===== config.mk =====
export PLATFORM = sky130hd
export DESIGN_NAME = inst_decoder
export DESIGN_NICKNAME = d
export VERILOG_FILES = /design/src/rtl/inst_decoder_pkg.sv /design/src/rtl/inst_decoder_fifo.sv /design/src/rtl/inst_decoder.sv
export SDC_FILE = /design/constraint.sdc
export NUM_CORES = 1
export LEC_CHECK = 0
export CORE_ASPECT_RATIO = 1.25
export CORE_MARGIN = 2
export CORE_UTILIZATION = 43
export CTS_BUF_LIST = sky130_fd_sc_hd__clkbuf_2
export CTS_CLUSTER_SIZE = 10
export DETAILED_ROUTE_END_ITERATION = 8
export PLACE_DENSITY = 0.59
export SLEW_MARGIN = 5
export SYNTH_ARGS = -nofsm -noshare
export SYNTH_HDL_FRONTEND = slang
export SYNTH_HIERARCHICAL = 1
export SYNTH_SLANG_ARGS = --single-unit

===== constraint.sdc =====
create_clock -name clk -period 7.5 [get_ports clk]
set_input_delay 1.5 -clock clk [delete_from_list [all_inputs] [get_ports clk]]
set_output_delay 1.5 -clock clk [all_outputs]
set_load 0.05 [all_outputs]

===== src/rtl/inst_decoder_pkg.sv =====
// Purpose : shared constants, op encodings and the RV32I field decoder for inst_decoder.
// Latency : n/a (types, constants and a pure combinational function).
// Backpr. : n/a.
package inst_decoder_pkg;

    localparam int QueueDepth  = 16;
    localparam int QueuePtrLen = 4;
    localparam int RegIdLength = 4;
    localparam int OpLength    = 6;

    // RV32I major opcodes, inst[6:0]
    localparam logic [6:0] OpcLui    = 7'b0110111;
    localparam logic [6:0] OpcAuipc  = 7'b0010111;
    localparam logic [6:0] OpcJal    = 7'b1101111;
    localparam logic [6:0] OpcJalr   = 7'b1100111;
    localparam logic [6:0] OpcBranch = 7'b1100011;
    localparam logic [6:0] OpcLoad   = 7'b0000011;
    localparam logic [6:0] OpcStore  = 7'b0100011;
    localparam logic [6:0] OpcOpImm  = 7'b0010011;
    localparam logic [6:0] OpcOp     = 7'b0110011;

    localparam logic [6:0] Funct7Base = 7'b0000000;
    localparam logic [6:0] Funct7Alt  = 7'b0100000;

    typedef enum logic [OpLength-1:0] {
        OpNop = 6'd0,
        OpLui, OpAuipc, OpJal, OpJalr,
        OpBeq, OpBne, OpBlt, OpBge, OpBltu, OpBgeu,
        OpLb, OpLh, OpLw, OpLbu, OpLhu,
        OpSb, OpSh, OpSw,
        OpAddi, OpSlti, OpSltiu, OpXori, OpOri, OpAndi, OpSlli, OpSrli, OpSrai,
        OpAdd, OpSub, OpSll, OpSlt, OpSltu, OpXor, OpSrl, OpSra, OpOr, OpAnd
    } op_e;

    typedef struct packed {
        logic                 vld;
        op_e                  op;
        logic [RegIdLength:0] rd;
        logic [RegIdLength:0] rs1;
        logic [RegIdLength:0] rs2;
        logic [31:0]          imm;
    } dec_t;

    // Field decode of one instruction word. vld=0 marks an unknown opcode/funct,
    // in which case the remaining fields are don't-care.
    function automatic dec_t decode(input logic [31:0] inst);
        dec_t       d;
        logic [2:0] f3;
        logic [6:0] f7;
        d  = '0;
        f3 = inst[14:12];
        f7 = inst[31:25];
        case (inst[6:0])
            OpcLui, OpcAuipc: begin
                d.vld = 1'b1;
                d.op  = (inst[6:0] == OpcLui) ? OpLui : OpAuipc;
                d.rd  = inst[11:7];
                d.imm = {inst[31:12], 12'b0};
            end
            OpcJal: begin
                d.vld = 1'b1;
                d.op  = OpJal;
                d.rd  = inst[11:7];
                d.imm = {{11{inst[31]}}, inst[31], inst[19:12], inst[20], inst[30:21], 1'b0};
            end
            OpcJalr: begin
                d.vld = (f3 == 3'b000);
                d.op  = OpJalr;
                d.rd  = inst[11:7];
                d.rs1 = inst[19:15];
                d.imm = {{20{inst[31]}}, inst[31:20]};
            end
            OpcBranch: begin
                d.rs1 = inst[19:15];
                d.rs2 = inst[24:20];
                d.imm = {{19{inst[31]}}, inst[31], inst[7], inst[30:25], inst[11:8], 1'b0};
                d.vld = 1'b1;
                case (f3)
                    3'b000:  d.op = OpBeq;
                    3'b001:  d.op = OpBne;
                    3'b100:  d.op = OpBlt;
                    3'b101:  d.op = OpBge;
                    3'b110:  d.op = OpBltu;
                    3'b111:  d.op = OpBgeu;
                    default: d.vld = 1'b0;
                endcase
            end
            OpcLoad: begin
                d.rd  = inst[11:7];
                d.rs1 = inst[19:15];
                d.imm = {{20{inst[31]}}, inst[31:20]};
                d.vld = 1'b1;
                case (f3)
                    3'b000:  d.op = OpLb;
                    3'b001:  d.op = OpLh;
                    3'b010:  d.op = OpLw;
                    3'b100:  d.op = OpLbu;
                    3'b101:  d.op = OpLhu;
                    default: d.vld = 1'b0;
                endcase
            end
            OpcStore: begin
                d.rs1 = inst[19:15];
                d.rs2 = inst[24:20];
                d.imm = {{20{inst[31]}}, inst[31:25], inst[11:7]};
                d.vld = 1'b1;
                case (f3)
                    3'b000:  d.op = OpSb;
                    3'b001:  d.op = OpSh;
                    3'b010:  d.op = OpSw;
                    default: d.vld = 1'b0;
                endcase
            end
            OpcOpImm: begin
                d.rd  = inst[11:7];
                d.rs1 = inst[19:15];
                d.imm = {{20{inst[31]}}, inst[31:20]};
                d.vld = 1'b1;
                case (f3)
                    3'b000: d.op = OpAddi;
                    3'b010: d.op = OpSlti;
                    3'b011: d.op = OpSltiu;
                    3'b100: d.op = OpXori;
                    3'b110: d.op = OpOri;
                    3'b111: d.op = OpAndi;
                    3'b001: begin
                        // shift amount is the raw 5-bit shamt, not a signed immediate
                        d.op  = OpSlli;
                        d.imm = {27'b0, inst[24:20]};
                        d.vld = (f7 == Funct7Base);
                    end
                    default: begin
                        d.imm = {27'b0, inst[24:20]};
                        d.op  = inst[30] ? OpSrai : OpSrli;
                        d.vld = (f7 == Funct7Base) || (f7 == Funct7Alt);
                    end
                endcase
            end
            OpcOp: begin
                d.rd  = inst[11:7];
                d.rs1 = inst[19:15];
                d.rs2 = inst[24:20];
                d.vld = 1'b1;
                if (f7 == Funct7Base) begin
                    case (f3)
                        3'b000:  d.op = OpAdd;
                        3'b001:  d.op = OpSll;
                        3'b010:  d.op = OpSlt;
                        3'b011:  d.op = OpSltu;
                        3'b100:  d.op = OpXor;
                        3'b101:  d.op = OpSrl;
                        3'b110:  d.op = OpOr;
                        default: d.op = OpAnd;
                    endcase
                end else if (f7 == Funct7Alt && f3 == 3'b000) begin
                    d.op = OpSub;
                end else if (f7 == Funct7Alt && f3 == 3'b101) begin
                    d.op = OpSra;
                end else begin
                    d.vld = 1'b0;
                end
            end
            default: d.vld = 1'b0;
        endcase
        return d;
    endfunction

endpackage


===== src/rtl/inst_decoder_fifo.sv =====
// Purpose : circular {pc,inst} buffer with push/pop/flush; head entry is visible combinationally.
// Latency : an entry pushed at edge N is at the head (readable) right after edge N.
// Backpr. : full blocks push (even with a same-cycle pop); pop on empty is ignored.
// Ports   : clk, rst (sync, active-low), flush, push/push_dat, pop, head_dat, full, empty.
module inst_fifo
    import inst_decoder_pkg::*;
#(
    parameter int Depth  = QueueDepth,
    parameter int PtrLen = QueuePtrLen
) (
    input  logic        clk,
    input  logic        rst,
    input  logic        flush,
    input  logic        push,
    input  logic [63:0] push_dat,
    input  logic        pop,
    output logic [63:0] head_dat,
    output logic        full,
    output logic        empty
);

    logic [63:0]       mem [Depth];
    logic [PtrLen-1:0] head;
    logic [PtrLen-1:0] tail;
    logic [PtrLen:0]   count;
    logic              push_ok;
    logic              pop_ok;

    assign full     = (count == (PtrLen+1)'(Depth));
    assign empty    = (count == '0);
    assign push_ok  = push && !full;
    assign pop_ok   = pop && !empty;
    assign head_dat = mem[head];

    always_ff @(posedge clk) begin
        if (!rst || flush) begin
            head  <= '0;
            tail  <= '0;
            count <= '0;
        end else begin
            if (push_ok) tail <= tail + 1'b1;
            if (pop_ok)  head <= head + 1'b1;
            case ({push_ok, pop_ok})
                2'b10:   count <= count + 1'b1;
                2'b01:   count <= count - 1'b1;
                default: count <= count;
            endcase
        end
    end

    // Storage needs no reset: the pointers define what is valid.
    always_ff @(posedge clk) begin
        if (rst && !flush && push_ok) mem[tail] <= push_dat;
    end

endmodule


===== src/rtl/inst_decoder.sv =====
// Purpose : buffers fetched {pc,inst}, decodes one RV32I instruction per cycle, registers it to rf.
// Latency : push at edge N -> decoded outputs registered at edge N+1 at the earliest.
// Backpr. : ROB stall holds the head in place; is_full_to_fetch tells fetch to hold.
// Ports   : clk, rst (sync, active-low); ROB exception/stall; fetch valid/inst/pc, full;
//           rf empty/op/rd/rs1/rs2/imm/pc.
module inst_decoder
    import inst_decoder_pkg::*;
(
    input  logic        clk,
    input  logic        rst,
    input  logic        is_exception_from_rob,
    input  logic        is_stall_from_rob,
    input  logic        is_valid_from_fetch,
    input  logic [31:0] inst_from_fetch,
    input  logic [31:0] pc_from_fetch,
    output logic        is_full_to_fetch,
    output logic        is_empty_to_rf,
    output logic [5:0]  op_to_rf,
    output logic [4:0]  rd_to_rf,
    output logic [4:0]  rs1_to_rf,
    output logic [4:0]  rs2_to_rf,
    output logic [31:0] imm_to_rf,
    output logic [31:0] pc_to_rf
);

    logic [63:0] head_dat;
    logic        fifo_empty;
    logic        issue;
    dec_t        dec;

    inst_fifo u_fifo (
        .clk      (clk),
        .rst      (rst),
        .flush    (is_exception_from_rob),
        .push     (is_valid_from_fetch),
        .push_dat ({pc_from_fetch, inst_from_fetch}),
        .pop      (!is_stall_from_rob),
        .head_dat (head_dat),
        .full     (is_full_to_fetch),
        .empty    (fifo_empty)
    );

    assign dec   = decode(head_dat[31:0]);
    assign issue = !fifo_empty && !is_stall_from_rob;

    // An unknown instruction is still popped, but the cycle reads as empty
    // and the previously issued fields are held.
    always_ff @(posedge clk) begin
        if (!rst || is_exception_from_rob) begin
            is_empty_to_rf <= 1'b1;
            op_to_rf       <= '0;
            rd_to_rf       <= '0;
            rs1_to_rf      <= '0;
            rs2_to_rf      <= '0;
            imm_to_rf      <= '0;
            pc_to_rf       <= '0;
        end else if (issue && dec.vld) begin
            is_empty_to_rf <= 1'b0;
            op_to_rf       <= dec.op;
            rd_to_rf       <= dec.rd;
            rs1_to_rf      <= dec.rs1;
            rs2_to_rf      <= dec.rs2;
            imm_to_rf      <= dec.imm;
            pc_to_rf       <= head_dat[63:32];
        end else begin
            is_empty_to_rf <= 1'b1;
        end
    end

endmodule

# Word level (Yosys, flattened, before mapping)
# Memories as Yosys holds them, arrays and structs flattened. A register that Yosys moved wholly into a read port is not among the register bits.
# Index checks and enable logic that the tools add are counted.
# W data, S select, Z words.
dict set report totals {
  mem_count 1
  mem_bits_rw 1024
  input_bits 69
  regBits 99
}
# name depth word_bits rd rd_clocked_by_memory_dff wr line
set memory_table {}
lappend memory_table {u_fifo.mem 16 64 1 1 1 inst_decoder_fifo.sv:22} ;# logic [63:0] mem [Depth];
dict set report classes {
  reduce_logical 28
  eq_ne 20
  muxes 30
  addsub 4
}
# op n
set ops {}
lappend ops {{$pmux W32 S6} 1}
lappend ops {{$pmux W6 S8} 1}
lappend ops {{$pmux W6 S7} 1}
lappend ops {{$mux W32} 1}
lappend ops {{$eq A7 B6 Y1 const B} 4}
lappend ops {{$pmux W4 S7} 1}
lappend ops {{$pmux W4 S6} 1}
lappend ops {{$eq A7 B7 Y1 const B} 3}
lappend ops {{$pmux W4 S5} 1}
lappend ops {{$mux W6} 3}
lappend ops {{$reduce_or A6 Y1} 3}
lappend ops {{$mux W5} 3}
lappend ops {{$pmux W5 S3} 1}
lappend ops {{$eq A7 B5 Y1 const B} 2}
lappend ops {{$eq A3 B3 Y1 const B} 4}
lappend ops {{$mux W1} 10}
lappend ops {{$pmux W5 S2} 1}
lappend ops {{$reduce_or A3 Y1} 3}
lappend ops {{$add A4 B1 Y4 const B} 2}
lappend ops {{$mux W4} 2}
lappend ops {{$eq A7 B2 Y1 const B} 1}
lappend ops {{$logic_and A1 B1 Y1} 7}
lappend ops {{$logic_not A7 Y1} 1}
lappend ops {{$pmux W1 S7} 1}
lappend ops {{other kinds (17)} 24}

# Logic depth before layout (Yosys ltp)
dict set report depth {
  ltp_word 8
  depth_mapped 16
}

# Hierarchy
# The synthesis kept the hierarchy.
# mod n_inst cells_per_inst area_per_inst_um2
set by_module_without_submodules {}
lappend by_module_without_submodules {inst_fifo 1 1680 39100.0}
lappend by_module_without_submodules {inst_decoder 1 517 4304.1}

# Least setup slack after synthesis
# Ideal clock, no wire load.
dict set report synth_timing {
  path_kind {input to register}
  startpoint {input port rst}
  endpoint {memory u_fifo.mem[0][0], enable pin}
  setup_slack_ps 543
  arrival_time_ps 6392
  cell_stages 4
  required_ps 6935
  path_buffers 1
  path_cell_list {nor2b_1 clkbuf_1 nand3_1 nor3_1}
}
dict set report synth_between {
  elab_chain_len 4
}
# item line
set synth_rtl {}
lappend synth_rtl {{start, declared} inst_decoder.sv:10} ;# input logic rst,
lappend synth_rtl {{$logic_and A1 B1 Y1 (2 in series)} inst_decoder_fifo.sv:53} ;# if (rst && !flush && push_ok) mem[tail] <= push_dat;
lappend synth_rtl {{$mux W1} inst_decoder_fifo.sv:53}
lappend synth_rtl {{$mux W1 (not written as such)} inst_decoder_fifo.sv:53}
lappend synth_rtl {{end, declared} inst_decoder_fifo.sv:22}
# Every way passes these cells.

==> flow_metrics.py <==
metrics = {
    "run_status": {
        "status": "completed",
    },
    "timing": {
        "slew_headroom_pct": 22.8,
        "min_period_over_period_pct": 70.5,
        "worst_pin_slew_ps": 1160,
        "finalHoldViolations": 0,
        "rsz0062_at_grt": "false",
        "setup-violations-final": 0,
        "tns_ps": 0,
        "maxSlewViolCount": 0,
        "finalCriticalPeriod_ps": 5290,
        "whs_ps": 458,
        "max_clock_freq_mhz": 189,
        "finClkSkew_ps": 131,
    },
    "critical_path": {
        "cp-start-kind": "flip-flop",
        "path_cells": "buf_4, mux4_2, a22oi_1, nand2_1, nand2b_1, mux2_2, a2bb2oi_1, a31o_4, buf_4, nand2_1, a21oi_1",
        "crit_family": "compound AO/OA/AOI/OAI gates",
        "reg2reg_to": "pc_to_rf[28]",
        "cpMaxStageDelayCell": "a31o_4",
        "end_kind": "flip-flop",
        "crit_buf_inv": 2,
        "crit_fanout": 70,
        "critPathMaxStageDelay_ps": 950,
        "crit_arrival_ps": 6650,
        "cp.required_ps": 8860,
        "critPathKind": "flip-flop to flip-flop",
        "reg2reg_slack_ps": 2210,
        "reg2regPathDepth": 11,
    },
    "global_routing": {
        "grt_pass1_wl_microns": 158000,
        "grt_pass1_vias": 24400,
        "antenna_found_initial": 15,
        "grt.overflow.total": 0,
        "grt_max_degree": 88,
        "track_usage_pct": 21.2,
    },
    "power": {
        "power_switching_mw": 2.50,
        "p_leak_nw": 15.5,
        "clkPwrFrac_pct": 34.3,
        "irDropWorstVdd_uv": 132,
        "pwr-share-comb_pct": 2.8,
        "swShare_pct": 22.9,
        "finalPower_mw": 10.9,
        "sequentialPowerShare_pct": 62.9,
        "internal-power_mw": 8.41,
        "p_per_area_nw_per_um2": 223,
    },
    "synth": {
        "synth.area.top_cells": "edfxtp_1 71%, mux4_2 13%, dfxtp_1 4.8%",
        "syn_area_sq_um": 43400,
        "synth_edf_count": 1024,
        "synth_area_leader_cell": "edfxtp_1",
        "yosys.area_share.simple_pct": 4.32,
        "synth_top_area_share_pct": 70.8,
        "synth-xor-area-share_pct": 0.161,
        "synthCells": 2197,
        "synth_top_family_by_area": "multiplexers",
        "synth_fa_ha_area_share_pct": 0.329,
        "yosysSeqAreaShare_pct": 75.6,
        "synthMuxAreaShare_pct": 13.4,
        "synthArstFlopShare_pct": 0,
        "yosys_warnings": 6,
        "synth_nets": 2276,
        "ys_ff_latch": 1127,
        "synth_cell_types": 70,
        "syn_area_per_cell_sq_um": 19.8,
        "synth_compound_area_share_pct": 4.59,
        "synth_flop_cell": "edfxtp_1",
    },
    "cts": {
        "postCtsSetupBuffers": 0,
        "cts_tree": "done",
        "cts_root_buf": "clkbuf_2",
        "clock-sinks": 1127,
        "ctsResizeCount": 0,
        "clockBufferDepth": 4,
        "numCtsBuffers": 279,
        "cts_max_level": 5,
        "clk_latency_ps": 1520,
        "path_clk_slew_ps": 110,
        "ctsHoldBuffers": 0,
    },
    "layout": {
        "nFillCells": 8375,
        "layout_common_cells": "1024 x edfxtp_1, 401 x clkbuf_2, 256 x mux4_2, 161 x nand2_1, 155 x clkdlybuf4s50_1",
        "areaGrowthSynthToFinish_pct": 12.7,
        "register_area_sq_um": 32800,
        "layout.nets": 2626,
        "final_common_cell": "edfxtp_1",
        "multi_input_area_sq_um": 10000,
        "drive_gt1_share_pct": 29.8,
        "stdcell_count": 4046,
    },
    "floorplanning": {
        "coreArea_sq_um": 100000,
        "core.rowCount": 130,
        "fp.dieH_microns": 359,
        "floorplan.initialDensity_pct": 43.2,
        "die_x_microns": 288,
        "die_area_sq_um": 104000,
        "io_pins": 156,
    },
    "routing": {
        "ant_nets": 0,
        "dr.pass1.iters": 7,
        "routedWlPerCell_microns": 26.8,
        "drc": 0,
        "viasPerCell": 5.68,
        "vias": 23000,
        "drtIter0Drc": 1983,
        "routed_wirelength_microns": 108000,
    },
    "placement": {
        "gp_congestion": 0.839,
        "dpl.cell_count": 3586,
        "dp_hpwl_microns": 55700,
        "port_buffers": 155,
    },
    "hold_path": {
        "holdPathEnd": "rs2_to_rf[1]",
        "holdPathStages": 2,
        "hp-class": "flip-flop to flip-flop",
        "min-delay-start": "rs2_to_rf[1]",
    },
    "run": {
        "drv_cap": 0,
    },
}
==> per-layer routing <==
| layer | share of wire [%] | wire [microns] | track usage [%] |
|---|---|---|---|
| met2 | 51 | 55300 | 35.7 |
| met1 | 41 | 44400 | 27.2 |
| met4 | 1.7 | 1820 | 6.15 |
| met5 | 0.090 | 98 | 0 |
| met3 | 6.2 | 6750 | 5.08 |
==> logic make-up (layout without fill, tap and decap cells) <==
logic type / count (synthesis) / count (layout)
adders and majority gates: 11 / 11
AOI/OAI and AO/OA: 262 / 262
xor gates and xnor gates: 8 / 8
and+or+nand+nor: 385 / 385
muxes: 261 / 261
other: 0 / 4
DFF: 1127 / 1127
buffers and inverters: 143 / 668
==> final cells by class <==
cell class / instances / area share (%)
flip-flops and latches: 1127 / 67.1
multi-input cells: 927 / 20.5
repair buffers: 202 / 4.28
clock buffers: 401 / 4.10
well taps: 1320 / 3.38
clock inverters: 55 / 0.484
inverters: 10 / 0.0768
diodes: 4 / 0.0205
==> flip-flops by register name, indices dropped and copies added, names as in the netlist, named ones only <==
register	count
rd_to_rf	5
u_fifo/head	4
u_fifo/tail	4
rs2_to_rf	5
op_to_rf	6
imm_to_rf	32
pc_to_rf	32
is_empty_to_rf	1
rs1_to_rf	5
u_fifo/count	5
u_fifo/mem	1024
==> worst max path at each step <==
stage	startpoint	end	slack, ps	cells after the start
finish	flip-flop	pc_to_rf[28]	2210	11
global route	flip-flop	pc_to_rf[28]	1830	11
CTS	flip-flop	pc_to_rf[28]	2200	11
global placement	flip-flop	imm_to_rf[0]	2340	11
floorplan	rst	u_fifo/mem[0][0]	540	4
detailed placement	flip-flop	pc_to_rf[28]	2230	11
==> synth_stat cells (2+ instances only) <==
cell type	instances
nand2_2	10
o21a_1	2
a211oi_1	11
nor2_1	75
a22oi_1	128
xor2_1	7
a32oi_1	4
ha_1	9
or4_1	3
buf_4	16
nor4_1	2
and3_1	5
buf_2	26
mux4_2	256
nand3_1	55
a211oi_2	12
a21oi_2	10
nor2b_1	8
nor3_2	28
a21o_1	4
mux2i_1	4
edfxtp_1	1024
a221oi_2	4
buf_6	9
o31ai_1	3
clkbuf_1	64
nand2_1	161
nand2b_1	13
and2_1	3
o211ai_1	5
a21oi_1	42
o21ai_0	13
or2_2	2
a21boi_0	2
a31o_2	2
nand3b_1	2
dfxtp_1	103
buf_1	18
o21ai_1	2
o21bai_1	2
inv_1	10
nor3_1	10
==> worst reg2reg max path, cell delays in order, from the launching register on <==
cell	delay [ps]
dfxtp_4	860
buf_4	490
mux4_2	550
a22oi_1	200
nand2_1	390
nand2b_1	390
mux2_2	340
a2bb2oi_1	330
a31o_4	950
buf_4	470
nand2_1	100
a21oi_1	160
==> metrics by stage <==
stage               cell area [sq um]  util, %  setup slack (ps)
floorplan                       43400        -               543
global placement                46600     46.5              2340
detailed placement              46600     46.5              2230
CTS                             48900     48.7              2200
global route                    48900     48.7              1830
finish                          48900     48.7              2210
==> power by group through the flow <==
stage | combinational [mW] | clock (mW) | sequential [mW]
after global placement | 0.298 | 0 | 7.00
final | 0.305 | 3.75 | 6.86
after global routing | 0.334 | 4.20 | 6.86
after floorplan | 0.160 | 0 | 7.00
after CTS | 0.309 | 3.89 | 6.86
after detailed placement | 0.309 | 0 | 7.00
Power figures use the tool's default switching activity.
==> RTL edit: new RTL, same settings <==
Change the package constant `QueuePtrLen` from 4 to 8.
--- a/src/rtl/inst_decoder_pkg.sv
+++ b/src/rtl/inst_decoder_pkg.sv
@@ -4,7 +4,7 @@
 package inst_decoder_pkg;
 
     localparam int QueueDepth  = 16;
-    localparam int QueuePtrLen = 4;
+    localparam int QueuePtrLen = 8;
     localparam int RegIdLength = 4;
     localparam int OpLength    = 6;
 
Function: no difference found for any inputs over 4 cycles, from zero or initial values; that may be too few to reach the edited logic, so the function may still have changed.
==> RTL edit against the original RTL <==
  * Via count down 2.6%
  * Setup slack worse by 0.23 ns
  * Synthesized cell count is 5.1% lower
  * Synthesized area up 1.3%
  * Sequential cell count is 4 higher
  * Core utilization decreased by 0.11 points
  * Sequential share of layout area decreased by 0.62 points
  * Power is 1.4% higher
  * Final area grew 1.2%
  * Cell count shrank 1.6%
  * Routed wire length shrank 2.5%
  * Largest cell class unchanged
==> RTL edit: results (changes against the original RTL) <==
\begin{tabular}{lr}
\hline
Metric & Value \\
\hline
\multicolumn{2}{l}{\textbf{Status}} \\
Run status & finished, final reports clean (unchanged) \\
\multicolumn{2}{l}{\textbf{CTS}} \\
Clock latency reported for the late side of the worst-skew pair & 1.50 ns (was 1.52 ns) \\
Clock-pin slew reported for the worst setup and hold paths after clock tree synthesis & 0.09 ns (was 0.11 ns) \\
\multicolumn{2}{l}{\textbf{GRT}} \\
Largest net degree at the start of global routing & 66 (was 88) \\
Global routing usage summed across all routing layers & 20.5\% (was 21.2\%) \\
First-pass GRT wire length & 156000 µm (was 158000 µm) \\
Initial antenna violation count & 12 (was 15) \\
\multicolumn{2}{l}{\textbf{Pwr}} \\
Static Leakage & 15.4 nW (was 15.5 nW) \\
Maximum vdd drop & 0.149 mV (was 0.132 mV) \\
\multicolumn{2}{l}{\textbf{Min path}} \\
Hold path endpoint & rs1\_to\_rf[0] (was rs2\_to\_rf[1]) \\
\multicolumn{2}{l}{\textbf{Placed design}} \\
Placement Cell Area & 47100 µm² (was 46600 µm²) \\
Total instance count after detailed placement & 3494 (was 3586) \\
\multicolumn{2}{l}{\textbf{Detailed routing}} \\
Detailed Route WL & 106000 µm (was 108000 µm) \\
Vias post-DR & 22.4k (was 23.0k) \\
\multicolumn{2}{l}{\textbf{Setup path}} \\
Max incr delay on CP & 1.08 ns (was 0.95 ns) \\
Critical path endpoint & pc\_to\_rf[2] (was pc\_to\_rf[28]) \\
Data arrival time at the worst-slack endpoint & 6.84 ns (was 6.65 ns) \\
Critical path's slowest cell & sky130\_fd\_sc\_hd\_\_dfxtp\_4 (was sky130\_fd\_sc\_hd\_\_a31o\_4) \\
Critical Path Fanout Max & 65 (was 70) \\
\multicolumn{2}{l}{\textbf{Synth}} \\
Number of instances in the synthesized netlist & 2086 (was 2197) \\
Cell variety after synth & 68 (was 70) \\
\multicolumn{2}{l}{\textbf{STA}} \\
Worst slew margin & 20.8\% (was 22.8\%) \\
Final period demand of the worst path & 5.52 ns (was 5.29 ns) \\
Hold Worst Slack & 0.457 ns (was 0.458 ns) \\
Post-route clock skew & 0.133 ns (was 0.131 ns) \\
\multicolumn{2}{l}{\textbf{Final layout}} \\
Final \#Nets & 2536 (was 2626) \\
\hline
\end{tabular}
==> RTL edit: cell types whose count changed in the layout (fill, tap and decap cells not counted), sizes merged, moves of 5 or more <==
cell	unedited run	this run
a22oi	128	0
mux4	256	320
nand2	171	115
clkbuf	401	416
clkinv	49	60
a21oi	52	58
buf	47	42
diode	4	9
==> RTL edit: final cells by class <==
type | count | area (µm²)
Antenna cell | 9 | 22.5
Clock buffer | 416 | 2080
Clock inverter | 64 | 246
Fill cell | 8452 | 52300
Inverter | 8 | 30.0
Multi-Input combinational cell | 828 | 10400
Sequential cell | 1131 | 32900
Tap cell | 1330 | 1660
Timing Repair Buffer | 197 | 2090
==> RTL edit: kinds of logic (layout without fill, tap and decap cells) <==
family	Yosys count	after routing	synth area share, %
simple gates	329	329	3.78
fa+ha+maj	15	15	0.438
compound gates	149	149	2.54
xor+xnor	11	11	0.219
mux	324	324	16.5
other cells	0	9	0
buf+inv	127	685	1.75
flops	1131	1131	74.8
==> RTL edit: layer usage <==
layer  GRT usage [%]  routed length (µm)  up-vias
met5               0                  67        -
met4            5.68                1450       10
met3            4.83                6470      127
met2            34.8               54500      797
met1            26.4               43100    11900
li1                -                   -     9569
==> RTL edit: power by group <==
group / internal (W) / switching [W] / total [W]
Clock: 0.00147 / 0.00231 / 0.00378
Combinational: 0.000171 / 0.000226 / 0.000397
Sequential: 0.00687 / 0.0000110 / 0.00688
Total: 0.00851 / 0.00255 / 0.0111
==> RTL edit: critical path: cells and delay by family (launching register included) <==
| family | cells | cell delay [ns] |
|---|---|---|
| buffers and inverters | 2 | 1.32 |
| multiplexers | 3 | 1.37 |
| AND/OR/NAND/NOR | 2 | 0.42 |
| flip-flops | 1 | 1.08 |
| AO/OA/AOI/OAI | 3 | 1.03 |
